[config.mk]
export PLATFORM = sky130hd
export DESIGN_NAME = inv_chain_meter
export DESIGN_NICKNAME = d
export VERILOG_FILES = /design/src/rtl/inv_chain_meter.sv
export SDC_FILE = /design/constraint.sdc
export NUM_CORES = 1
export LEC_CHECK = 0
export ABC_AREA = 1
export CAP_MARGIN = 5
export CORE_MARGIN = 2
export CORE_UTILIZATION = 50
export DETAILED_ROUTE_END_ITERATION = 10
export PLACE_DENSITY_LB_ADDON = 0.2
export SLEW_MARGIN = 20
export SYNTH_ARGS = -nofsm -noshare
export SYNTH_HDL_FRONTEND = slang
export SYNTH_SLANG_ARGS = --single-unit
[constraint.sdc]
create_clock -name clk -period 3 [get_ports clk]
set_input_delay 0.45 -clock clk [delete_from_list [all_inputs] [get_ports clk]]
set_output_delay 0.45 -clock clk [all_outputs]
set_load 0.02 [all_outputs]
[src/rtl/inv_chain_meter.sv]
// Gated edge-count frequency meter for up to eight ring-oscillator channels.
// A start pulse arms one gate window of 2^WIN_W clocks; the count lands in a byte-readable result.
module inv_chain_meter #(
    parameter int NCH   = 4,
    parameter int CNT_W = 16,
    parameter int WIN_W = 10
) (
    input  logic             clk,
    input  logic             rst_n,
    input  logic             ena,
    input  logic [NCH-1:0]   osc_in,
    input  logic [7:0]       ui_in,
    output logic [7:0]       uo_out,
    input  logic [7:0]       uio_in,
    output logic [7:0]       uio_out,
    output logic [7:0]       uio_oe
);

    typedef enum logic [1:0] {IDLE, ARM, GATE, LATCH} state_t;

    localparam logic [CNT_W-1:0] CNT_MAX  = {CNT_W{1'b1}};
    localparam logic [WIN_W-1:0] WIN_LAST = {WIN_W{1'b1}};

    state_t             state_q, state_d;
    logic [NCH-1:0]     osc_meta_q, osc_meta_d;
    logic [NCH-1:0]     osc_sync_q, osc_sync_d;
    logic [NCH-1:0]     osc_prev_q, osc_prev_d;
    logic [6:0]         ui_meta_q, ui_meta_d;
    logic [6:0]         ui_sync_q, ui_sync_d;
    logic               start_prev_q, start_prev_d;
    logic [2:0]         ch_q, ch_d;
    logic [CNT_W-1:0]   edge_cnt_q, edge_cnt_d;
    logic [CNT_W-1:0]   result_q, result_d;
    logic [WIN_W-1:0]   win_cnt_q, win_cnt_d;
    logic               ovf_q, ovf_d;
    logic               ovf_out_q, ovf_out_d;
    logic               done_q, done_d;

    logic [7:0]         edge_vec;
    logic               start_req;
    logic               busy;
    logic [31:0]        result_ext;
    logic               unused_inputs;

    // Channels above NCH read as never toggling so the 3-bit select can index directly.
    genvar gi;
    generate
        for (gi = 0; gi < 8; gi++) begin : g_edge
            if (gi < NCH) begin : g_live
                assign edge_vec[gi] = osc_sync_q[gi] & ~osc_prev_q[gi];
            end else begin : g_pad
                assign edge_vec[gi] = 1'b0;
            end
        end
    endgenerate

    assign start_req = ui_sync_q[3] & ~start_prev_q;
    assign busy      = (state_q != IDLE);

    always_comb begin
        osc_meta_d   = osc_in;
        osc_sync_d   = osc_meta_q;
        osc_prev_d   = osc_sync_q;
        ui_meta_d    = ui_in[6:0];
        ui_sync_d    = ui_meta_q;
        start_prev_d = ui_sync_q[3];
        state_d      = state_q;
        ch_d         = ch_q;
        edge_cnt_d   = edge_cnt_q;
        win_cnt_d    = win_cnt_q;
        ovf_d        = ovf_q;
        ovf_out_d    = ovf_out_q;
        result_d     = result_q;
        done_d       = done_q;

        case (state_q)
            IDLE: begin
                if (start_req) state_d = ARM;
            end
            ARM: begin
                edge_cnt_d = '0;
                win_cnt_d  = '0;
                ovf_d      = 1'b0;
                ch_d       = (int'(ui_sync_q[2:0]) < NCH) ? ui_sync_q[2:0] : 3'd0;
                state_d    = GATE;
            end
            GATE: begin
                if (edge_vec[ch_q]) begin
                    if (edge_cnt_q == CNT_MAX) ovf_d = 1'b1;
                    else edge_cnt_d = edge_cnt_q + CNT_W'(1);
                end
                win_cnt_d = win_cnt_q + WIN_W'(1);
                // The final gate cycle's edge is folded in so the window is exactly 2^WIN_W long.
                if (win_cnt_q == WIN_LAST) begin
                    state_d   = LATCH;
                    result_d  = edge_cnt_d;
                    ovf_out_d = ovf_d;
                    done_d    = 1'b1;
                end
            end
            LATCH: begin
                state_d = ui_sync_q[4] ? ARM : IDLE;
            end
            default: state_d = IDLE;
        endcase

        if (!ena) begin
            state_d   = IDLE;
            result_d  = result_q;
            ovf_out_d = ovf_out_q;
            done_d    = done_q;
        end

        if (state_d == ARM) done_d = 1'b0;
    end

    always_ff @(posedge clk or negedge rst_n) begin
        if (!rst_n) begin
            state_q      <= IDLE;
            osc_meta_q   <= '0;
            osc_sync_q   <= '0;
            osc_prev_q   <= '0;
            ui_meta_q    <= '0;
            ui_sync_q    <= '0;
            start_prev_q <= 1'b0;
            ch_q         <= '0;
            edge_cnt_q   <= '0;
            result_q     <= '0;
            win_cnt_q    <= '0;
            ovf_q        <= 1'b0;
            ovf_out_q    <= 1'b0;
            done_q       <= 1'b0;
        end else begin
            state_q      <= state_d;
            osc_meta_q   <= osc_meta_d;
            osc_sync_q   <= osc_sync_d;
            osc_prev_q   <= osc_prev_d;
            ui_meta_q    <= ui_meta_d;
            ui_sync_q    <= ui_sync_d;
            start_prev_q <= start_prev_d;
            ch_q         <= ch_d;
            edge_cnt_q   <= edge_cnt_d;
            result_q     <= result_d;
            win_cnt_q    <= win_cnt_d;
            ovf_q        <= ovf_d;
            ovf_out_q    <= ovf_out_d;
            done_q       <= done_d;
        end
    end

    assign result_ext = 32'(result_q);
    assign uo_out     = result_ext[{ui_sync_q[6:5], 3'b000} +: 8];
    assign uio_out    = {5'b00000, ovf_out_q, done_q, busy};
    assign uio_oe     = 8'h07;

    assign unused_inputs = ^{uio_in, ui_in[7]};

endmodule

# Word level (Yosys, flattened, before mapping)
# Cells that the tools add are included.
[totals]
ff_bits = 77
[op_classes]
n_addsub = 2
order_cmp = 2
n_eq_ne = 6
n_shift = 1
n_mux = 19
bitwise = 10
n_reduce_logical = 8
[ops]
columns = ["operator", "count"]
rows = [
  ["two-way mux 16 bit", 2],
  ["case mux 16 bit (2 select lines)", 1],
  ["variable part select 32 x 6 -> 8 bit", 1],
  ["case mux 10 bit (2 select lines)", 1],
  ["adder 16 x 1 -> 16 bit (second input constant)", 1],
  ["equality test 16 bit (second input constant)", 1],
  ["adder 10 x 1 -> 10 bit (second input constant)", 1],
  ["equality test 10 bit (second input constant)", 1],
  ["nonzero test 2 bit", 5],
  ["two-way mux 1 bit", 8],
  ["case mux 2 bit (4 select lines)", 1],
  ["two-way mux 2 bit", 3],
  ["AND reduction 3 bit", 2],
  ["bitwise AND 1 bit", 5],
  ["NOT 1 bit", 5],
  ["equality test 2 x 1 -> 1 bit (second input constant)", 2],
  ["equality test 2 bit (second input constant)", 2],
  ["less-than comparator 3 x 4 -> 1 bit (second input constant)", 1],
  ["binary-select mux 1 bit (select 3 bit)", 1],
  ["less-than comparator 3 bit (second input constant)", 1],
  ["two-way mux 3 bit", 1],
  ["zero test 2 bit", 1],
  ["case mux 1 bit (2 select lines)", 1],
]

# Logic depth before layout (Yosys ltp)
# Gate-level depths: netlist of the first run.
[depth]
word_depth = 8
ltp_mapped = 11
mapped_depth_nobuf = 11

# Worst setup path after synthesis of the first run
# Ideal clock, no wire load.
[synth_timing]
path_type = "register -> output"
startpoint = "register ui_sync_q[5]"
endpoint = "output port uo_out[6]"
arrival_ns = 1.343
required_ns = 2.550
slack_ns = 1.207
path_stages_with_launch = 4
path_buffers = 1
path_cell_list = "dfrtp_1 clkbuf_1 clkinv_1 a211oi_1"
[synth_via]
elab_chain_len = 1
[synth_rtl]
columns = ["element", "line", "rtl"]
rows = [
  ["start, declared", "29", "logic [6:0] ui_sync_q, ui_sync_d;"],
  ["start signal, assigned", "139", "ui_sync_q <= ui_sync_d;"],
  ["variable part select 32 x 6 -> 8 bit", "152", "assign uo_out = result_ext[{ui_sync_q[6:5], 3'b000} +: 8];"],
  ["end, declared", "13", "output logic [7:0] uo_out,"],
]
# Every way passes these cells.

# Worst setup path after layout of the first run
# Ends and elaborated chain as after synthesis.

==> flow_summary.yaml, run 1 <==
logic_synthesis:
  synth-simple-area-share_pct: 28.4
  synthAdderAreaFrac_pct: 2.35
  synth_most_common_cell: "nand2_1"
  synth_top_area_share_pct: 51.0
  ys_warn_count: 0
  ys_top_cells_by_count: "nand2_1, dfrtp_1, nand3_1"
  ys.flop_type: "dfrtp_1"
  synth-seq-cells: 76
  synth_edf_count: 0
  synth_top_family_by_area: "simple AND/OR/NAND/NOR gates"
  synth_area_um2: 3730
  seq_area_frac_synth_pct: 51.0
  synth_mux_area_share_pct: 0
  synth_area_leaders: "dfrtp_1, nand2_1, nand3_1"
  async_reset_ff_share_pct: 100
  syn_avg_cell_area_um2: 8.45
  yosysTopAreaCell: "dfrtp_1"
  synth_cell_type_count: 34
  synth_compound_area_share_pct: 6.82
  syn_inst: 441
  yosys.area_share.xor_xnor_pct: 1.41
timing:
  slew-limit-headroom_pct: 38.5
  finalClockSkew_ns: 0.0122
  fin_ws_ns: 0.509
  fin_crit_ns: 2.49
  final_max_slew_viol_count: 0
  hold_viol: 0
  timing.hold.ws_ns: 0.222
  tightest_slew_ns: 0.923
  rsz0062_at_grt: "no"
  setup-violations-final: 0
  fmax_mhz: 401
  setup_tns_ns: 0
  post-route-period-util_pct: 83.0
hold_path:
  hold_class: "in -> async"
worst_setup_path:
  timing.rr.start: "state_q[0]"
  critPathCaptureType: "output pin"
  r2r_slack_ns: 0.98
  reg2regPathDepth: 9
  reg2reg_to: "result_q[8]"
  setup.worst_path.start_class: "flip-flop"
  critPathKind: "reg -> out"
  worst_ep_required_time_ns: 2.55
  cp_max_fo: 9
  critical_path_arrival_ns: 2.04
place:
  dp_worst_setup_slack_ns: 0.905
  gp_congestion: 0.833
  hpwl_um: 5080
  numPortBuffers: 24
  dp.cells: 549
finish:
  n_antenna_cell: 0
  multi_input_comb_area_um2: 1500
  fill_cells: 644
  syn2layout_area_growth_pct: 13.2
  finalNetCount: 491
  fin_cells: 565
  drive_gt1_share_pct: 9.44
  seq_area_um2: 1900
job:
  cap_violations: 0
drt:
  post_drt_wl_per_cell_um: 12.9
  first_pass_iters: 4
  totalWireLength_um: 7290
  drc: 0
  vias: 2864
  viasPerCell: 5.07
  ant_nets: 0
  first_iter_violations: 115
power_and_ir_drop:
  pwr-share-clk_pct: 30.6
  switching_share_pct: 36.7
  p_leak_nw: 2.01
  ir_worst_vdd_mv: 0.345
  seqPwrFrac_pct: 40.2
  p_int_w: 0.00203
  finalPower_w: 0.00320
  p_sw_w: 0.00117
  p_comb_share_pct: 29.3
  power_density_nw_per_um2: 759
floorplan:
  die-area_um2: 8160
  initial_core_util_pct: 51.4
  die_h_um: 90.3
  ioPinCount: 47
  rows: 31
  die_x_um: 90.3
  core_area_um2: 7250
clock_network:
  cts_tree: "done"
  holdBufCountCts: 0
  post_cts_buffers: 0
  cts_resized: 0
  cts_max_level: 3
  clk_latency_ns: 0.36
  cts_buffers: 9
  clkTransAtPathRegs_ns: 0.09
  cts_sinks: 76
  root_buffer: "clkbuf_8"
  cts_max_path_buffers: 2
global_route:
  grt_use_total_pct: 19.8
  grt_pass1_vias: 2775
  grt_max_degree: 77
  overflow: 0
  grt_first_pass_wirelength_um: 12800
  grt_antenna_before_repair: 0
outcome:
  status: "finished, final reports clean"
through the flow:
step                      utilization (%)  cell area (µm²)
after floorplan                         -             3770
final                                58.2             4220
after global routing                 58.2             4220
after detailed placement             54.7             3970
after CTS                            58.2             4220
after global placement               54.7             3970
final cells by class:
type	instances	area share [%]
inverters	48	4.27
well taps	99	2.94
repair buffers	27	6.17
clock inverters	7	3.03
flip-flops and latches	76	45.1
multi-input cells	299	35.6
clock buffers	9	2.94
how the worst max path moves through the flow:
stage / from / to / cells after the start
final: ui_sync_q[5] / uo_out[6] / 3
after global routing: ui_sync_q[5] / uo_out[6] / 3
after CTS: ui_sync_q[5] / uo_out[6] / 3
after floorplan: ui_sync_q[5] / uo_out[6] / 3
after detailed placement: ui_sync_q[5] / uo_out[6] / 3
after global placement: ui_sync_q[5] / uo_out[7] / 3
power by group through the flow:
stage | Combinational, W | Sequential [W] | Clock (W)
floorplan | 0.000739 | 0.00127 | 0
global placement | 0.000915 | 0.00130 | 0
detailed placement | 0.000938 | 0.00130 | 0
CTS | 0.000940 | 0.00129 | 0.00101
finish | 0.000937 | 0.00129 | 0.000978
global route | 0.00108 | 0.00131 | 0.00105
cells by family (layout without fill, tap and decap cells):
| logic type | count (synthesis) | in the layout |
|---|---|---|
| adder cells (fa/ha/maj) | 7 | 7 |
| buffers and inverters | 77 | 91 |
| AO/OA/AOI/OAI | 43 | 43 |
| XOR/XNOR | 6 | 6 |
| flip-flops | 76 | 76 |
| other | 2 | 13 |
| AND/OR/NAND/NOR | 230 | 230 |
per-layer routing:
layer | global-route usage (%) | routed length, µm | vias to the layer above
met5 | 0 | 0 | -
met4 | 8.46 | 116 | 0
met3 | 4.17 | 220 | 10
met2 | 30.9 | 3370 | 49
met1 | 26.8 | 3580 | 1367
li1 | - | - | 1438
sequential cells by signal, summed over array words and instances, names as in the netlist:
register      count
ovf_q             1
done_q            1
edge_cnt_q       16
ui_meta_q         7
osc_prev_q        4
start_prev_q      1
osc_prev_d        4
ui_sync_q         7
win_cnt_q        10
ch_q              2
ovf_out_q         1
state_q           2
osc_meta_q        4
result_q         16
layout by cell type, fill, tap and decap left out:
cell type / instances
nor4_1: 1
inv_6: 3
nand2_1: 119
ha_1: 7
o211ai_1: 5
or2_2: 2
nor3_1: 7
inv_2: 4
clkdlybuf4s50_1: 23
nor2_1: 28
clkbuf_8: 9
inv_8: 1
a211oi_1: 4
nor2_4: 2
buf_4: 4
xnor2_1: 1
inv_1: 42
o211ai_2: 1
clkinv_1: 2
nand3_2: 9
dfrtp_1: 76
nor3b_1: 3
a21boi_0: 1
a21oi_1: 11
nand2_2: 4
o21ai_0: 10
o22ai_1: 2
nor3_2: 1
o21ai_1: 8
nand4_1: 8
a22o_1: 1
nand3_1: 45
bufinv_16: 3
conb_1: 13
xor2_1: 5
nor2_2: 1
critical path, stage by stage, from the launching register on:
cell and delay (ns):
dfrtp_1 0.49, clkinv_1 0.28, a211oi_1 0.27, clkdlybuf4s50_1 0.64
Power figures use the tool's default switching activity.
==> inputs of run 2 (changes only) <==
- clock period: 3 -> 2.3 ns (I/O delays scaled with it)
==> run 2 against run 1 <==
  * Clock skew decreased by 0.00095 ns
  * Via count increased by 1.9%
  * Clock-buffer cell count unchanged
  * Non-clock buffer count increased by 6
  * First-iteration DRC count increased by 77%
  * Critical endpoint is now uo_out[3]
  * Largest cell class unchanged
  * Largest power group unchanged
==> flow_summary.yaml, run 2 (synthesis gave the netlist of run 1 again) <==
power_and_ir_drop:
  p_comb_share_pct: 30.0
  switching_share_pct: 36.9
  p_sw_w: 0.00156
  pwr-share-clk_pct: 30.3
  finalPower_w: 0.00422
  ir_worst_vdd_mv: 0.509
  seqPwrFrac_pct: 39.7
  power_density_nw_per_um2: 983
  p_int_w: 0.00266
  p_leak_nw: 2.09
floorplan:
  initial_core_util_pct: 51.4
  die_x_um: 90.3
  ioPinCount: 47
  core_area_um2: 7250
  die_h_um: 90.3
  rows: 31
  die-area_um2: 8160
worst_setup_path:
  setup.worst_path.start_class: "flip-flop"
  critPathBufInv: 2
  critPathKind: "reg -> out"
  critPathCaptureType: "output pin"
  worstSetupPathDepth: 4
  reg2regPathDepth: 10
  critical_path_arrival_ns: 1.76
  critPathMaxStageDelay_ns: 0.62
  crit_slowest_cell: "clkdlybuf4s50_1"
  crit_end: "uo_out[3]"
  r2r_slack_ns: 0.37
  critPathTopFamily: "buffers and inverters"
  timing.rr.start: "edge_cnt_q[0]"
  cp_max_fo: 7
  crit_chain: "buf_4, nand2_1, a21oi_1, clkdlybuf4s50_1"
  worst_ep_required_time_ns: 1.96
  reg2reg_to: "result_q[1]"
  cp-startpoint: "ui_sync_q[5]"
outcome:
  status: "finished, final reports clean"
hold_path:
  hold_start: "osc_meta_q[3]"
  hold_class: "reg -> reg"
clock_network:
  root_buffer: "clkbuf_8"
  clk_latency_ns: 0.35
  cts_max_path_buffers: 2
  clkTransAtPathRegs_ns: 0.09
  cts_sinks: 76
  cts_buffers: 9
  cts_tree: "done"
  cts_max_level: 3
finish:
  n_antenna_cell: 0
  finalNetCount: 497
  syn2layout_area_growth_pct: 15.1
  top_regs: "edge_cnt_q: 16 flops, result_q: 16 flops, win_cnt_q: 10 flops"
  final_cell_mix: "nand2_1, dfrtp_1, nand3_1"
  drive_gt1_share_pct: 10.6
  layout.cells.most_common: "nand2_1"
timing:
  fmax_mhz: 475
  setup-violations-final: 0
  post-route-period-util_pct: 91.6
  finalClockSkew_ns: 0.0112
  slew-limit-headroom_pct: 62.1
  final_max_slew_viol_count: 0
  setup_tns_ns: 0
  fin_crit_ns: 2.11
  rsz0062_at_grt: "no"
  hold_viol: 0
  tightest_slew_ns: 0.568
global_route:
  grt_max_degree: 43
  grt_pass1_vias: 2773
  grt_use_total_pct: 20.2
  overflow: 0
  grt_antenna_before_repair: 0
  grt_first_pass_wirelength_um: 13200
drt:
  post_drt_wl_per_cell_um: 13.1
  totalWireLength_um: 7510
  drc: 0
  first_iter_violations: 203
  ant_nets: 0
  viasPerCell: 5.11
  first_pass_iters: 5
  vias: 2917
place:
  hpwl_um: 5100
  numPortBuffers: 24
  gp_congestion: 0.901
job:
  cap_violations: 0
## run 2: worst reg2reg max path, cell delays in order, from the launching register on
cell and delay, ns:
dfrtp_1 0.43, ha_1 0.20, nand2_1 0.12, nor2_4 0.16
nand2_2 0.10, nor2_4 0.12, nand2_2 0.26, nand2_1 0.23
nand2_1 0.09, nand3_1 0.09, nand2_1 0.05
## run 2: through the flow
| stage | cells | hold WS, ns | util [%] | instance area [µm²] | worst slack (ns) |
|---|---|---|---|---|---|
| after floorplan | 452 | 0.0494 | - | 3770 | 0.612 |
| after global placement | 554 | 0.334 | 55.4 | 4020 | 0.416 |
| after detailed placement | 554 | 0.336 | 55.4 | 4020 | 0.384 |
| after CTS | 571 | 0.354 | 59.0 | 4280 | 0.0140 |
| after global routing | 571 | 0.355 | 59.1 | 4290 | 0.0520 |
| final | 571 | 0.347 | 59.1 | 4290 | 0.193 |
## run 2: how the worst min path moves through the flow
stage / to / cells after the start
2_1_floorplan: ch_q[0] / 0
3_3_place_gp: osc_prev_d[1] / 0
3_5_place_dp: ui_sync_q[6] / 0
4_1_cts: osc_prev_d[3] / 0
5_1_grt: osc_prev_d[3] / 0
6_report: osc_prev_d[3] / 0
## run 2: area by class of cell
cell class / count / area, µm²
Inverter: 48 / 184
Multi-Input combinational cell: 299 / 1500
Timing Repair Buffer: 33 / 328
Clock buffer: 9 / 124
Sequential cell: 76 / 1900
Tap cell: 99 / 124
Clock inverter: 7 / 128
Fill cell: 636 / 2960
## run 2: per-layer routing
| metal | wire [µm] | track usage (%) |
|---|---|---|
| met3 | 378 | 4.26 |
| met5 | 0 | 0 |
| met4 | 108 | 7.31 |
| met1 | 3550 | 28.3 |
| met2 | 3470 | 31.1 |
## run 2: repair_timing
item / CTS / global route
setup buffers: 0 / 0
gates resized for setup: 0 / 4
endpoints found under the hold margin: 11 / 0
setup endpoints to repair: 0 / 2
hold buffers: 1 / 0
## run 2: power by group through the flow
stage	combinational [W]	clock, W	sequential, W
5_1_grt	0.00143	0.00137	0.00170
6_report	0.00127	0.00128	0.00167
3_5_place_dp	0.00126	0	0.00170
4_1_cts	0.00127	0.00131	0.00167
2_1_floorplan	0.000963	0	0.00165
3_3_place_gp	0.00122	0	0.00169
